<file path="src/rtl/bram_ctrl_pkg.sv">
// Shared types and helpers for the BRAM port request controller.
package bram_ctrl_pkg;

    localparam int BRAM_RD_LATENCY = 1;
    localparam int REQ_ADDR_W      = 10;
    localparam int REQ_DATA_W      = 8;

    typedef struct packed {
        logic                  we;
        logic [REQ_ADDR_W-1:0] addr;
        logic [REQ_DATA_W-1:0] wdata;
    } req_t;

    function automatic int cnt_width(input int depth);
        return $clog2(depth + 1);
    endfunction

endpackage

</file>
<file path="src/rtl/bram_req_ctrl_resp_fifo.sv">
// Response FIFO: registered head output, occupancy count, any depth >= 2.
module resp_fifo
    import bram_ctrl_pkg::*;
#(
    parameter  int DEPTH = 4,
    parameter  int WIDTH = 8,
    localparam int CW    = cnt_width(DEPTH),
    localparam int PW    = $clog2(DEPTH)
) (
    input  logic             clk,
    input  logic             rst_n,
    input  logic             push,
    input  logic [WIDTH-1:0] din,
    input  logic             pop,
    output logic [WIDTH-1:0] dout,
    output logic             valid,
    output logic [CW-1:0]    count
);

    localparam logic [PW-1:0] LAST = PW'(DEPTH - 1);

    logic [WIDTH-1:0] mem_q [DEPTH];
    logic [PW-1:0]    rd_ptr_q, rd_ptr_d;
    logic [PW-1:0]    wr_ptr_q, wr_ptr_d;
    logic [CW-1:0]    count_q, count_d;
    logic [WIDTH-1:0] dout_q, dout_d;
    logic             do_pop;

    function automatic logic [PW-1:0] inc(input logic [PW-1:0] p);
        return (p == LAST) ? '0 : p + 1'b1;
    endfunction

    assign valid  = (count_q != '0);
    assign do_pop = pop && valid;
    assign dout   = dout_q;
    assign count  = count_q;

    always_comb begin
        rd_ptr_d = rd_ptr_q;
        wr_ptr_d = wr_ptr_q;
        count_d  = count_q;
        dout_d   = dout_q;
        if (push)
            wr_ptr_d = inc(wr_ptr_q);
        if (do_pop)
            rd_ptr_d = inc(rd_ptr_q);
        case ({push, do_pop})
            2'b10:   count_d = count_q + 1'b1;
            2'b01:   count_d = count_q - 1'b1;
            default: count_d = count_q;
        endcase
        // Head register follows the entry that becomes head after this edge.
        if (do_pop) begin
            if (count_q > CW'(1))
                dout_d = mem_q[inc(rd_ptr_q)];
            else if (push)
                dout_d = din;
        end else if (!valid && push) begin
            dout_d = din;
        end
    end

    always_ff @(posedge clk or negedge rst_n) begin
        if (!rst_n) begin
            rd_ptr_q <= '0;
            wr_ptr_q <= '0;
            count_q  <= '0;
            dout_q   <= '0;
        end else begin
            rd_ptr_q <= rd_ptr_d;
            wr_ptr_q <= wr_ptr_d;
            count_q  <= count_d;
            dout_q   <= dout_d;
        end
    end

    always_ff @(posedge clk) begin
        if (push)
            mem_q[wr_ptr_q] <= din;
    end

    a_no_overflow : assert property (
        @(posedge clk) disable iff (!rst_n)
        !(push && count_q == CW'(DEPTH))
    );

endmodule

</file>
<file path="src/rtl/bram_req_ctrl.sv">
// Initiator-side controller for one port of a 1-cycle-latency BRAM,
// with credit-based request flow and a buffered read response stream.
module bram_req_ctrl
    import bram_ctrl_pkg::*;
#(
    parameter  int ADDR_WIDTH = 10,
    parameter  int DATA_WIDTH = 8,
    parameter  int RSP_DEPTH  = 4,
    localparam int CW         = cnt_width(RSP_DEPTH)
) (
    input  logic                  clk,
    input  logic                  rst_n,
    input  logic                  req_valid,
    output logic                  req_ready,
    input  logic                  req_we,
    input  logic [ADDR_WIDTH-1:0] req_addr,
    input  logic [DATA_WIDTH-1:0] req_wdata,
    output logic                  rsp_valid,
    input  logic                  rsp_ready,
    output logic [DATA_WIDTH-1:0] rsp_data,
    output logic [ADDR_WIDTH-1:0] bram_addr,
    output logic [DATA_WIDTH-1:0] bram_din,
    output logic                  bram_we,
    input  logic [DATA_WIDTH-1:0] bram_dout,
    output logic [CW-1:0]         rd_inflight
);

    logic          live_q, live_d;
    logic          rd_pend_q, rd_pend_d;
    logic          accept;
    logic [CW-1:0] buf_count;

    // Credit counts both buffered data and the read still inside the BRAM.
    assign rd_inflight = buf_count + CW'(rd_pend_q);
    assign req_ready   = live_q && (rd_inflight < CW'(RSP_DEPTH));
    assign accept      = req_valid && req_ready;

    assign bram_addr = req_addr;
    assign bram_din  = req_wdata;
    assign bram_we   = accept && req_we;

    always_comb begin
        live_d    = 1'b1;
        rd_pend_d = accept && !req_we;
    end

    always_ff @(posedge clk or negedge rst_n) begin
        if (!rst_n) begin
            live_q    <= 1'b0;
            rd_pend_q <= 1'b0;
        end else begin
            live_q    <= live_d;
            rd_pend_q <= rd_pend_d;
        end
    end

    resp_fifo #(
        .DEPTH (RSP_DEPTH),
        .WIDTH (DATA_WIDTH)
    ) u_rsp_fifo (
        .clk   (clk),
        .rst_n (rst_n),
        .push  (rd_pend_q),
        .din   (bram_dout),
        .pop   (rsp_ready),
        .dout  (rsp_data),
        .valid (rsp_valid),
        .count (buf_count)
    );

endmodule
</file>
<file path="config.mk">
export PLATFORM = sky130hd
export DESIGN_NAME = bram_req_ctrl
export DESIGN_NICKNAME = d
export VERILOG_FILES = /design/src/rtl/bram_ctrl_pkg.sv /design/src/rtl/bram_req_ctrl_resp_fifo.sv /design/src/rtl/bram_req_ctrl.sv
export SDC_FILE = /design/constraint.sdc
export NUM_CORES = 1
export LEC_CHECK = 0
export ABC_CLOCK_PERIOD_IN_PS = 4240
export BUFFER_PORTS_ARGS = -buffer_cell sky130_fd_sc_hd__buf_2
export CAP_MARGIN = 40
export CELL_PAD_IN_SITES_DETAIL_PLACEMENT = 0
export CELL_PAD_IN_SITES_GLOBAL_PLACEMENT = 1
export CORE_UTILIZATION = 30
export CTS_CLUSTER_SIZE = 12
export DETAILED_ROUTE_END_ITERATION = 7
export PLACE_DENSITY_LB_ADDON = 0.1
export SYNTH_ARGS = -nofsm -noshare
export SYNTH_HDL_FRONTEND = slang
export SYNTH_HIERARCHICAL = 1
export SYNTH_SLANG_ARGS = --single-unit
</file>
<file path="constraint.sdc">
create_clock -name clk -period 4.24 [get_ports clk]
set_input_delay 0.848 -clock clk [delete_from_list [all_inputs] [get_ports clk]]
set_output_delay 0.848 -clock clk [all_outputs]
set_load 0.02 [all_outputs]
</file>
==> flow_summary.ini <==
[critical_path]
critical_path_class = reg2out
cp_slowest_stage_delay_ns = 0.50
cp-endpoint = bram_we
cp_cell_sequence = ha_1 > ha_1 > xor2_2 > nor2_1 > buf_2
r2r_start = u_rsp_fifo/rd_ptr_q[0]
critPathBufInv = 1
reg2reg_to = u_rsp_fifo/dout[7]
crit_arrival_ns = 1.74
cp-startpoint = rd_pend_q
critical_path.slowest_cell = dfrtp_1
crit_top_cell = ha_1
reg2reg_depth = 3
endpoint_kind = output pin
start_kind = register
path_max_fanout = 10
path_delay_family = flip-flops
worstPathRequired_ns = 3.39
reg2reg_slack_ns = 2.06
path_depth = 5

[pwr]
p_comb_share_pct = 38.3
pwr-share-seq_pct = 41.9
power.leakage_nw = 0.984
finalPower_mw = 1.63
power_density_nw_per_um2 = 646
p_int_mw = 1.08
switchingPower_mw = 0.543
max-vdd-ir-drop_mv = 0.295
swShare_pct = 33.4
clkPwrFrac_pct = 19.7

[logic_synthesis]
yosysWarnings = 6
yosys_register_bits = 49
syn_nets = 189
synth-main-ff-cell = edfxtp_1
ys_types = 31
synth.top_cell.area_share_pct = 41.5
avgSynthCellArea_um2 = 15.9
ys_seq_area_share_pct = 59.9
synth_area_leader_cell = edfxtp_1
async_flop_share_pct = 34.7
synth.most_common_cell = edfxtp_1
synth_edf_count = 32
syn_area_um2 = 2310
synthTopCellsByArea = edfxtp_1 42%, dfrtp_1 18%, mux4_2 7.8%
netlist_instances = 146
yosys-top-cells-count = 32 x edfxtp_1, 18 x buf_4, 17 x dfrtp_1

[detailed_routing]
drt-initial-drc-count = 31
vias = 1164
top_layer_used = met4
vias_per_cell = 4.51
first_pass_iters = 4
wl_met3_um = 184
drt-met1-wl_mm = 1.80
ant_nets = 0
routedWlPerCell_um = 15.7
route.met2.wl_mm = 1.96
routed_wl_mm = 4.06
drcViolationCount = 0

[die]
die_w_um = 89.8
fp.dieH_um = 89.8
die-area_um2 = 8070
core_um2 = 7370
row_count = 31
start_util_pct = 31.4
io-pin-count = 63

[cts]
clk_latency_ns = 0.29
clock_sinks = 49
cts_hold_buf = 0
cts_tree = yes
root_buffer = clkbuf_8
post_cts.repair.setup_buffers = 0
clk_pin_slew_ns = 0.08
h-tree-depth = 2
cts_made_buffers = 5
clockBufferDepth = 2
ctsResizeCount = 0

[flow_run]
drv_cap = 0

[sta]
fin_crit_sh_pct = 60.9
finClkSkew_ns = 0.00370
setup_viol = 0
drv_slew = 0
grt_setup_unrepaired = no
period_needed_ns = 2.58
hold_violations = 0
fmax_ghz = 0.387
slew_headroom_pct = 62.0
fin_tns_setup_ns = 0
worstMarginPinSlew_ns = 0.570

[cells_and_area]
fill_cells = 742
layout-drive-gt1-share_pct = 37.1
fin_cells = 258
num_antenna_cells = 0
finalNetCount = 201
area_delta_synth_final_pct = 8.81

[placed_design]
dp_hpwl_mm = 2.82
dp.cells = 250
gp_congestion = 0.756
port_buffers = 26

[outcome]
status = finished, final reports clean

[global_routing]
grt_use_total_pct = 10.9
grt_pass1_wl_mm = 6.58
grt_pass1_vias = 1255
overflow = 0
antenna_found_initial = 0
grt_max_degree = 18

[worst_hold_path]
hold_path_class = in2async
[through the flow]
stage / util, % / hold WS [ns] / instance area (µm²) / setup WS [ns]
2_1_floorplan: - / 0.484 / 2310 / 2.00
3_3_place_gp: 32.7 / 0.493 / 2410 / 1.97
3_5_place_dp: 32.7 / 0.502 / 2410 / 1.96
4_1_cts: 34.2 / 0.507 / 2520 / 1.62
5_1_grt: 34.2 / 0.519 / 2520 / 1.52
6_report: 34.2 / 0.493 / 2520 / 1.66
[worst register-to-register path: stages, from the launching register on]
cell     delay [ns]
dfrtp_1        0.59
ha_1           0.66
mux4_2         0.56
mux2_2         0.27
[layout by cell type (no fill, tap or decap), types with 2 or more instances in the layout]
master / n
buf_2: 26
edfxtp_1: 32
nor2_1: 4
dfrtp_1: 17
o21ai_0: 2
ha_1: 12
nand2_1: 4
mux2_2: 10
and2_1: 4
inv_2: 3
a211oi_1: 2
clkinv_1: 2
inv_1: 4
mux4_2: 8
mux2_1: 7
clkbuf_8: 5
nand3_1: 2
[metal layers]
layer / vias to the layer above / track usage [%]
met5: - / 0
met4: 0 / 4.37
met3: 24 / 2.71
met2: 34 / 19.2
met1: 574 / 12.6
li1: 532 / -
[cell type report]
cell class | instances | area [µm²] | area share (%)
flip-flops and latches | 49 | 1390 | 55.0
clock inverters | 2 | 33.8 | 1.34
inverters | 8 | 30.0 | 1.19
well taps | 99 | 124 | 4.92
repair buffers | 26 | 130 | 5.17
clock buffers | 6 | 72.6 | 2.88
multi-input cells | 68 | 742 | 29.5
[power by group through the flow]
stage | clock [mW] | combinational [mW] | sequential, mW
finish | 0.321 | 0.624 | 0.682
global route | 0.353 | 0.693 | 0.700
CTS | 0.335 | 0.638 | 0.687
detailed placement | 0 | 0.635 | 0.697
global placement | 0 | 0.630 | 0.697
floorplan | 0 | 0.485 | 0.712
[sequential cells by signal, summed over array words and instances, names as in the netlist]
| register | flops |
|---|---|
| u_rsp_fifo/mem_q | 32 |
| u_rsp_fifo/dout | 8 |
| u_rsp_fifo/count | 3 |
| u_rsp_fifo/rd_ptr_q | 2 |
| u_rsp_fifo/wr_ptr_q | 2 |
| live_q | 1 |
| rd_pend_q | 1 |
[worst min-delay path by stage]
stage | to | depth (start not counted) | startpoint | slack [ns]
6_report | u_rsp_fifo/dout[5] | 1 | rst_n | 0.49
5_1_grt | u_rsp_fifo/dout[5] | 1 | rst_n | 0.52
3_5_place_dp | u_rsp_fifo/rd_ptr_q[1] | 1 | u_rsp_fifo/rd_ptr_q[1] | 0.50
2_1_floorplan | u_rsp_fifo/rd_ptr_q[1] | 1 | u_rsp_fifo/rd_ptr_q[1] | 0.48
3_3_place_gp | u_rsp_fifo/rd_ptr_q[1] | 1 | u_rsp_fifo/rd_ptr_q[1] | 0.49
4_1_cts | u_rsp_fifo/dout[4] | 1 | rst_n | 0.51
[cells by family after synthesis]
logic type      count (synthesis)  synth area share (%)
buf+inv                        29                  8.05
flops                          49                  59.9
mux                            27                  17.1
compound gates                  8                  2.70
fa+ha+maj                      12                  6.49
simple gates                   17                  4.11
other cells                     1                 0.162
xor+xnor                        3                  1.46
Power figures use the tool's default switching activity.
